--- src/rtl/muldiv_unit.sv ---
// Iterative MULT/MULTU/DIV/DIVU unit holding architectural HI/LO, with MTHI/MTLO writes.
// Latency: WIDTH+2 cycles from Start to Done (2 cycles for divide-by-zero).
// Backpressure: Start is ignored while Busy; no queueing, the hazard unit stalls on Busy.
module muldiv_unit #(
   parameter int WIDTH = 32,
   parameter int CNT_W = 6
) (
   input  logic             clk,
   input  logic             rst_n,
   input  logic             Start,
   input  logic [1:0]       MDOp,
   input  logic [WIDTH-1:0] SrcAE,
   input  logic [WIDTH-1:0] SrcBE,
   input  logic             HIWrite,
   input  logic             LOWrite,
   input  logic [WIDTH-1:0] WData,
   output logic [WIDTH-1:0] HI,
   output logic [WIDTH-1:0] LO,
   output logic             Busy,
   output logic             Done,
   output logic             DivZero
);

   typedef enum logic [1:0] {
      IDLE = 2'd0,
      CALC = 2'd1,
      FIX  = 2'd2
   } state_t;

   state_t state, state_nxt;

   // Latched operation context
   logic [1:0]         op_q;
   logic               sign_a_q;
   logic               sign_b_q;
   logic [WIDTH-1:0]   b_q;
   logic [2*WIDTH-1:0] acc_q;
   logic [CNT_W-1:0]   cnt_q;
   logic               done_q;
   logic               div_zero_q;
   logic [WIDTH-1:0]   hi_q;
   logic [WIDTH-1:0]   lo_q;

   // Launch-side decode
   logic               start_signed;
   logic               start_dz;
   logic [WIDTH-1:0]   a_mag;
   logic [WIDTH-1:0]   b_mag;

   // Iteration step and final fix-up
   logic [WIDTH:0]     mul_sum;
   logic [2*WIDTH-1:0] mul_next;
   logic [WIDTH:0]     div_sh;
   logic [WIDTH:0]     div_diff;
   logic [2*WIDTH-1:0] div_next;
   logic               op_signed_q;
   logic               res_neg;
   logic [2*WIDTH-1:0] prod;
   logic [WIDTH-1:0]   fix_hi;
   logic [WIDTH-1:0]   fix_lo;

   assign Busy    = (state != IDLE);
   assign Done    = done_q;
   assign DivZero = div_zero_q;
   assign HI      = hi_q;
   assign LO      = lo_q;

   // Operand conditioning at launch: signed ops work on magnitudes, signs kept aside
   always_comb begin
      start_signed = ~MDOp[0];
      start_dz     = MDOp[1] && (SrcBE == '0);
      a_mag        = (start_signed && SrcAE[WIDTH-1]) ? -SrcAE : SrcAE;
      b_mag        = (start_signed && SrcBE[WIDTH-1]) ? -SrcBE : SrcBE;
   end

   // One radix-2 step: shift-add multiply (acc shifts right) or restoring divide (acc shifts left)
   always_comb begin
      mul_sum  = {1'b0, acc_q[2*WIDTH-1:WIDTH]} + (acc_q[0] ? {1'b0, b_q} : {(WIDTH+1){1'b0}});
      mul_next = {mul_sum, acc_q[WIDTH-1:1]};
      div_sh   = {acc_q[2*WIDTH-1:WIDTH], acc_q[WIDTH-1]};
      div_diff = div_sh - {1'b0, b_q};
      if (div_diff[WIDTH]) begin
         div_next = {div_sh[WIDTH-1:0], acc_q[WIDTH-2:0], 1'b0};
      end else begin
         div_next = {div_diff[WIDTH-1:0], acc_q[WIDTH-2:0], 1'b1};
      end
   end

   // Sign fix-up and HI/LO selection for the FIX cycle
   always_comb begin
      op_signed_q = ~op_q[0];
      res_neg     = op_signed_q && (sign_a_q ^ sign_b_q);
      prod        = res_neg ? -acc_q : acc_q;
      fix_hi      = prod[2*WIDTH-1:WIDTH];
      fix_lo      = prod[WIDTH-1:0];
      if (div_zero_q) begin
         // acc upper half carries the raw dividend when the divisor was zero
         fix_hi = acc_q[2*WIDTH-1:WIDTH];
         fix_lo = '1;
      end else if (op_q[1]) begin
         fix_lo = res_neg ? -acc_q[WIDTH-1:0] : acc_q[WIDTH-1:0];
         fix_hi = (op_signed_q && sign_a_q) ? -acc_q[2*WIDTH-1:WIDTH] : acc_q[2*WIDTH-1:WIDTH];
      end
   end

   // State register
   always_ff @(posedge clk) begin
      if (!rst_n) begin
         state <= IDLE;
      end else begin
         state <= state_nxt;
      end
   end

   // Next-state: IDLE -> CALC (WIDTH cycles) -> FIX -> IDLE; divide-by-zero skips CALC
   always_comb begin
      state_nxt = state;
      case (state)
         IDLE: begin
            if (Start) begin
               state_nxt = start_dz ? FIX : CALC;
            end
         end
         CALC: begin
            if (cnt_q == CNT_W'(WIDTH - 1)) begin
               state_nxt = FIX;
            end
         end
         FIX:     state_nxt = IDLE;
         default: state_nxt = IDLE;
      endcase
   end

   // Datapath: launch latch, iteration, result write-back, MTHI/MTLO
   always_ff @(posedge clk) begin
      if (!rst_n) begin
         op_q       <= '0;
         sign_a_q   <= 1'b0;
         sign_b_q   <= 1'b0;
         b_q        <= '0;
         acc_q      <= '0;
         cnt_q      <= '0;
         done_q     <= 1'b0;
         div_zero_q <= 1'b0;
         hi_q       <= '0;
         lo_q       <= '0;
      end else begin
         done_q <= (state == FIX);
         case (state)
            IDLE: begin
               if (Start) begin
                  op_q       <= MDOp;
                  sign_a_q   <= start_signed & SrcAE[WIDTH-1];
                  sign_b_q   <= start_signed & SrcBE[WIDTH-1];
                  b_q        <= b_mag;
                  cnt_q      <= '0;
                  div_zero_q <= start_dz;
                  acc_q      <= start_dz ? {SrcAE, {WIDTH{1'b0}}} : {{WIDTH{1'b0}}, a_mag};
               end else begin
                  if (HIWrite) hi_q <= WData;
                  if (LOWrite) lo_q <= WData;
               end
            end
            CALC: begin
               acc_q <= op_q[1] ? div_next : mul_next;
               cnt_q <= cnt_q + 1'b1;
            end
            FIX: begin
               hi_q <= fix_hi;
               lo_q <= fix_lo;
            end
            default: ;
         endcase
      end
   end

endmodule
--- config.mk ---
export PLATFORM = sky130hd
export DESIGN_NAME = muldiv_unit
export DESIGN_NICKNAME = d
export VERILOG_FILES = /design/src/rtl/muldiv_unit.sv
export SDC_FILE = /design/constraint.sdc
export NUM_CORES = 1
export LEC_CHECK = 0
export BUFFER_PORTS_ARGS = -buffer_cell sky130_fd_sc_hd__buf_2
export CAP_MARGIN = 25
export CORE_MARGIN = 3
export CORE_UTILIZATION = 40
export DETAILED_ROUTE_END_ITERATION = 10
export MAX_ROUTING_LAYER = met4
export SYNTH_ARGS = -nofsm -noshare
export SYNTH_HDL_FRONTEND = slang
export SYNTH_SLANG_ARGS = --single-unit
--- constraint.sdc ---
create_clock -name clk -period 4.49 [get_ports clk]
set_clock_uncertainty 0.2 [all_clocks]
set_input_delay 0.898 -clock clk [delete_from_list [all_inputs] [get_ports clk]]
set_output_delay 0.898 -clock clk [all_outputs]
set_load 0.01 [all_outputs]
==> flow_metrics.env <==
export IMPL_power_mw=5.828
export IMPL_synth_most_common_cell="a21oi_1"
export IMPL_vdd_drop_max_mv=0.2648
export IMPL_htree_levels=4
export IMPL_slew_limit_headroom_pct=29.59
export IMPL_via_per_inst=6.033
export IMPL_firstDrtPassIters=5
export IMPL_cap_violations=0
export IMPL_postCtsSetupRepairBufs=0
export IMPL_core_area_mm2=0.03583
export IMPL_yosys_area_top_type="dfxtp_1"
export IMPL_fin_crit_ns=4.264
export IMPL_reg2reg_depth=13
export IMPL_worstSetupEndpointType="flop"
export IMPL_hold_viol=0
export IMPL_startpoint_type="flop"
export IMPL_die_w_um=197.2
export IMPL_clockBufferDepth=2
export IMPL_syn_area_mm2=0.01463
export IMPL_drv_slew=0
export IMPL_setup_violations=0
export IMPL_postCtsResizedCells=0
export IMPL_initialDrtViolationCount=1396
export IMPL_grt_usage_pct=28.40
export IMPL_met1_usage_pct=37.05
export IMPL_postSynthCellCount=1986
export IMPL_ys_seq_area_share_pct=23.81
export IMPL_fin_setup_tns_ns=0
export IMPL_setup_worst_path_start="acc_q[31]"
export IMPL_clkTransAtPathRegs_ns=0.07
export IMPL_regToRegEndpoint="acc_q[56]"
export IMPL_synth_common_cells="a21oi_1 (235), nor2_1 (222), dfxtp_1 (174), nand2_1 (151), o21ai_0 (145)"
export IMPL_grt_busiest_layer="met2"
export IMPL_cts_root_buf="clkbuf_16"
export IMPL_worstPathRequired_ns=4.66
export IMPL_synth_edf_count=0
export IMPL_grt_pass1_wl_mm=85.13
export IMPL_cts_hold_buffers=0
export IMPL_layout_drive_gt1_share_pct=14.94
export IMPL_gp_congestion=1.000
export IMPL_detailedPlace_worstSlack_ns=0.3370
export IMPL_grt_max_degree=74
export IMPL_ys_types=85
export IMPL_max_freq_mhz=234.5
export IMPL_num_io_pins=170
export IMPL_cts_tree="yes"
export IMPL_ys_top_cells_by_area="dfxtp_1 (24%), a21oi_1 (8.0%), ha_1 (5.9%), nor2_1 (5.7%), xnor2_1 (5.3%)"
export IMPL_worst_setup_path_type="flop to flop"
export IMPL_syn_nets=2160
export IMPL_crit_path_end="acc_q[56]"
export IMPL_crit_arrival_ns=4.43
export IMPL_drc_errors=0
export IMPL_timing_rr_start="acc_q[31]"
export IMPL_cp_max_fo=12
export IMPL_tightestPinTransition_ns=1.055
export IMPL_post_route_period_util_pct=94.97
export IMPL_outcome="finished clean"
export IMPL_clock_sinks=174
export IMPL_ant_nets=0
export IMPL_clock_latency_ns=0.46
export IMPL_vias=15510
export IMPL_synth_top_area_share_pct=23.81
export IMPL_hold_worst_slack_ns=0.2485
export IMPL_numPortBuffers=169
export IMPL_async_flop_share_pct=0
export IMPL_cts_buffers=17
export IMPL_hpwl_mm=42.74
export IMPL_wl_per_cell_um=21.51
export IMPL_grt_antenna_before_repair=1
export IMPL_grt_remaining_overflow=0
export IMPL_power_leakage_nw=6.725
export IMPL_rsz0062_at_grt="no"
export IMPL_worst_slack_ns=0.2258
export IMPL_grt_pass1_vias=14530
export IMPL_reg2reg_slack_ns=0.23
export IMPL_syn_to_final_growth_pct=12.99
export IMPL_die_h_um=197.2
export IMPL_row_count=69
export IMPL_power_density_mw_per_mm2=352.6
export IMPL_hp_class="flop to flop"
export IMPL_syn_area_per_cell_um2=7.365
export IMPL_fp_dieArea_mm2=0.03890
export IMPL_synthFlopType="dfxtp_1"
export IMPL_yosys_register_bits=174
export IMPL_initial_core_util_pct=40.83
export IMPL_nets=2271
export IMPL_gr_usage_met3_pct=3.036
export IMPL_totalWireLength_mm=55.30
export IMPL_yosys_warnings=0
export IMPL_use_met2_pct=45.90
==> registers in the layout, indices dropped and copies added, names as in the netlist <==
name      cells
sign_a_q      1
DivZero       1
Done          1
state         2
acc_q        64
sign_b_q      1
LO           32
HI           32
cnt_q         6
b_q          32
op_q          2
==> worst min-delay path by stage <==
stage                     startpoint  depth (start not counted)  endpoint  slack, ns
after global routing           LO[3]                          2     LO[3]       0.28
after detailed placement       LO[3]                          2     LO[3]       0.24
after CTS                      LO[3]                          2     LO[3]       0.25
after global placement         LO[4]                          2     LO[4]       0.24
after floorplan              b_q[22]                          2   b_q[22]       0.23
final                         LO[27]                          2    LO[27]       0.25
==> power breakdown <==
part           internal [mW]  total, mW  switching, mW
Sequential              1.69       1.87          0.179
Combinational          0.922       2.46           1.54
Clock                  0.796       1.49          0.698
==> layout by cell type, fill, tap and decap left out, types with 17 or more instances in the layout <==
master,count
nand2_1,151
clkbuf_16,17
dfxtp_1,173
o22ai_1,23
xor2_1,79
a211oi_1,51
a31oi_1,28
o221ai_1,28
buf_2,169
nand3_1,42
nor2_1,220
mux2i_1,62
or3_1,20
buf_4,62
ha_1,69
nor4_1,22
xnor2_1,89
o21ai_0,145
o31ai_1,27
nor3_1,45
a21oi_1,235
a21o_1,25
inv_1,61
nand4_1,20
==> layer usage <==
| layer | wire length (um) | vias to the layer above | share of wire [%] |
|---|---|---|---|
| met5 | 0 | - | 0 |
| met4 | 1788 | 0 | 3.2 |
| met3 | 3543 | 119 | 6.4 |
| met2 | 25480 | 635 | 46 |
| met1 | 24490 | 7296 | 44 |
| li1 | - | 7461 | - |
==> through the flow <==
stage / area (um2) / utilization, % / cells
after floorplan: 14630 / - / 1986
after global placement: 15950 / 44.51 / 2537
after detailed placement: 15950 / 44.53 / 2538
after CTS: 16520 / 46.10 / 2569
after global routing: 16530 / 46.13 / 2571
final: 16530 / 46.13 / 2571
==> cell type report <==
| cell class | count | area, um2 |
|---|---|---|
| Timing Repair Buffer | 232 | 1331 |
| Tap cell | 461 | 576.8 |
| Clock inverter | 11 | 108.9 |
| Sequential cell | 174 | 3485 |
| Antenna cell | 1 | 2.502 |
| Inverter | 63 | 236.5 |
| Fill cell | 3711 | 19300 |
| Multi-Input combinational cell | 1609 | 10330 |
| Clock buffer | 20 | 456.7 |
==> kinds of logic (layout without fill, tap and decap cells) <==
| kind of cell | after synthesis | after routing | share of synthesized area (%) |
|---|---|---|---|
| adders and majority gates | 71 | 71 | 6.176 |
| other | 0 | 1 | 0 |
| DFF | 174 | 174 | 23.81 |
| buffers and inverters | 203 | 326 | 5.774 |
| AOI/OAI and AO/OA | 673 | 673 | 28.75 |
| xor gates and xnor gates | 168 | 168 | 10.06 |
| muxes | 74 | 74 | 5.166 |
| and+or+nand+nor | 623 | 623 | 20.26 |
==> worst max-delay path, stage by stage (launching register included) <==
cell,delay (ns)
dfxtp_1,0.59
inv_1,0.22
ha_1,0.26
fa_1,0.40
nand2b_1,0.19
a21oi_1,0.33
o21ai_0,0.26
a21oi_1,0.25
a31oi_1,0.20
nand3_1,0.19
nand2_1,0.25
buf_4,0.30
or3_1,0.37
a31oi_1,0.17
No activity file was read; power rests on OpenSTA's default activity.
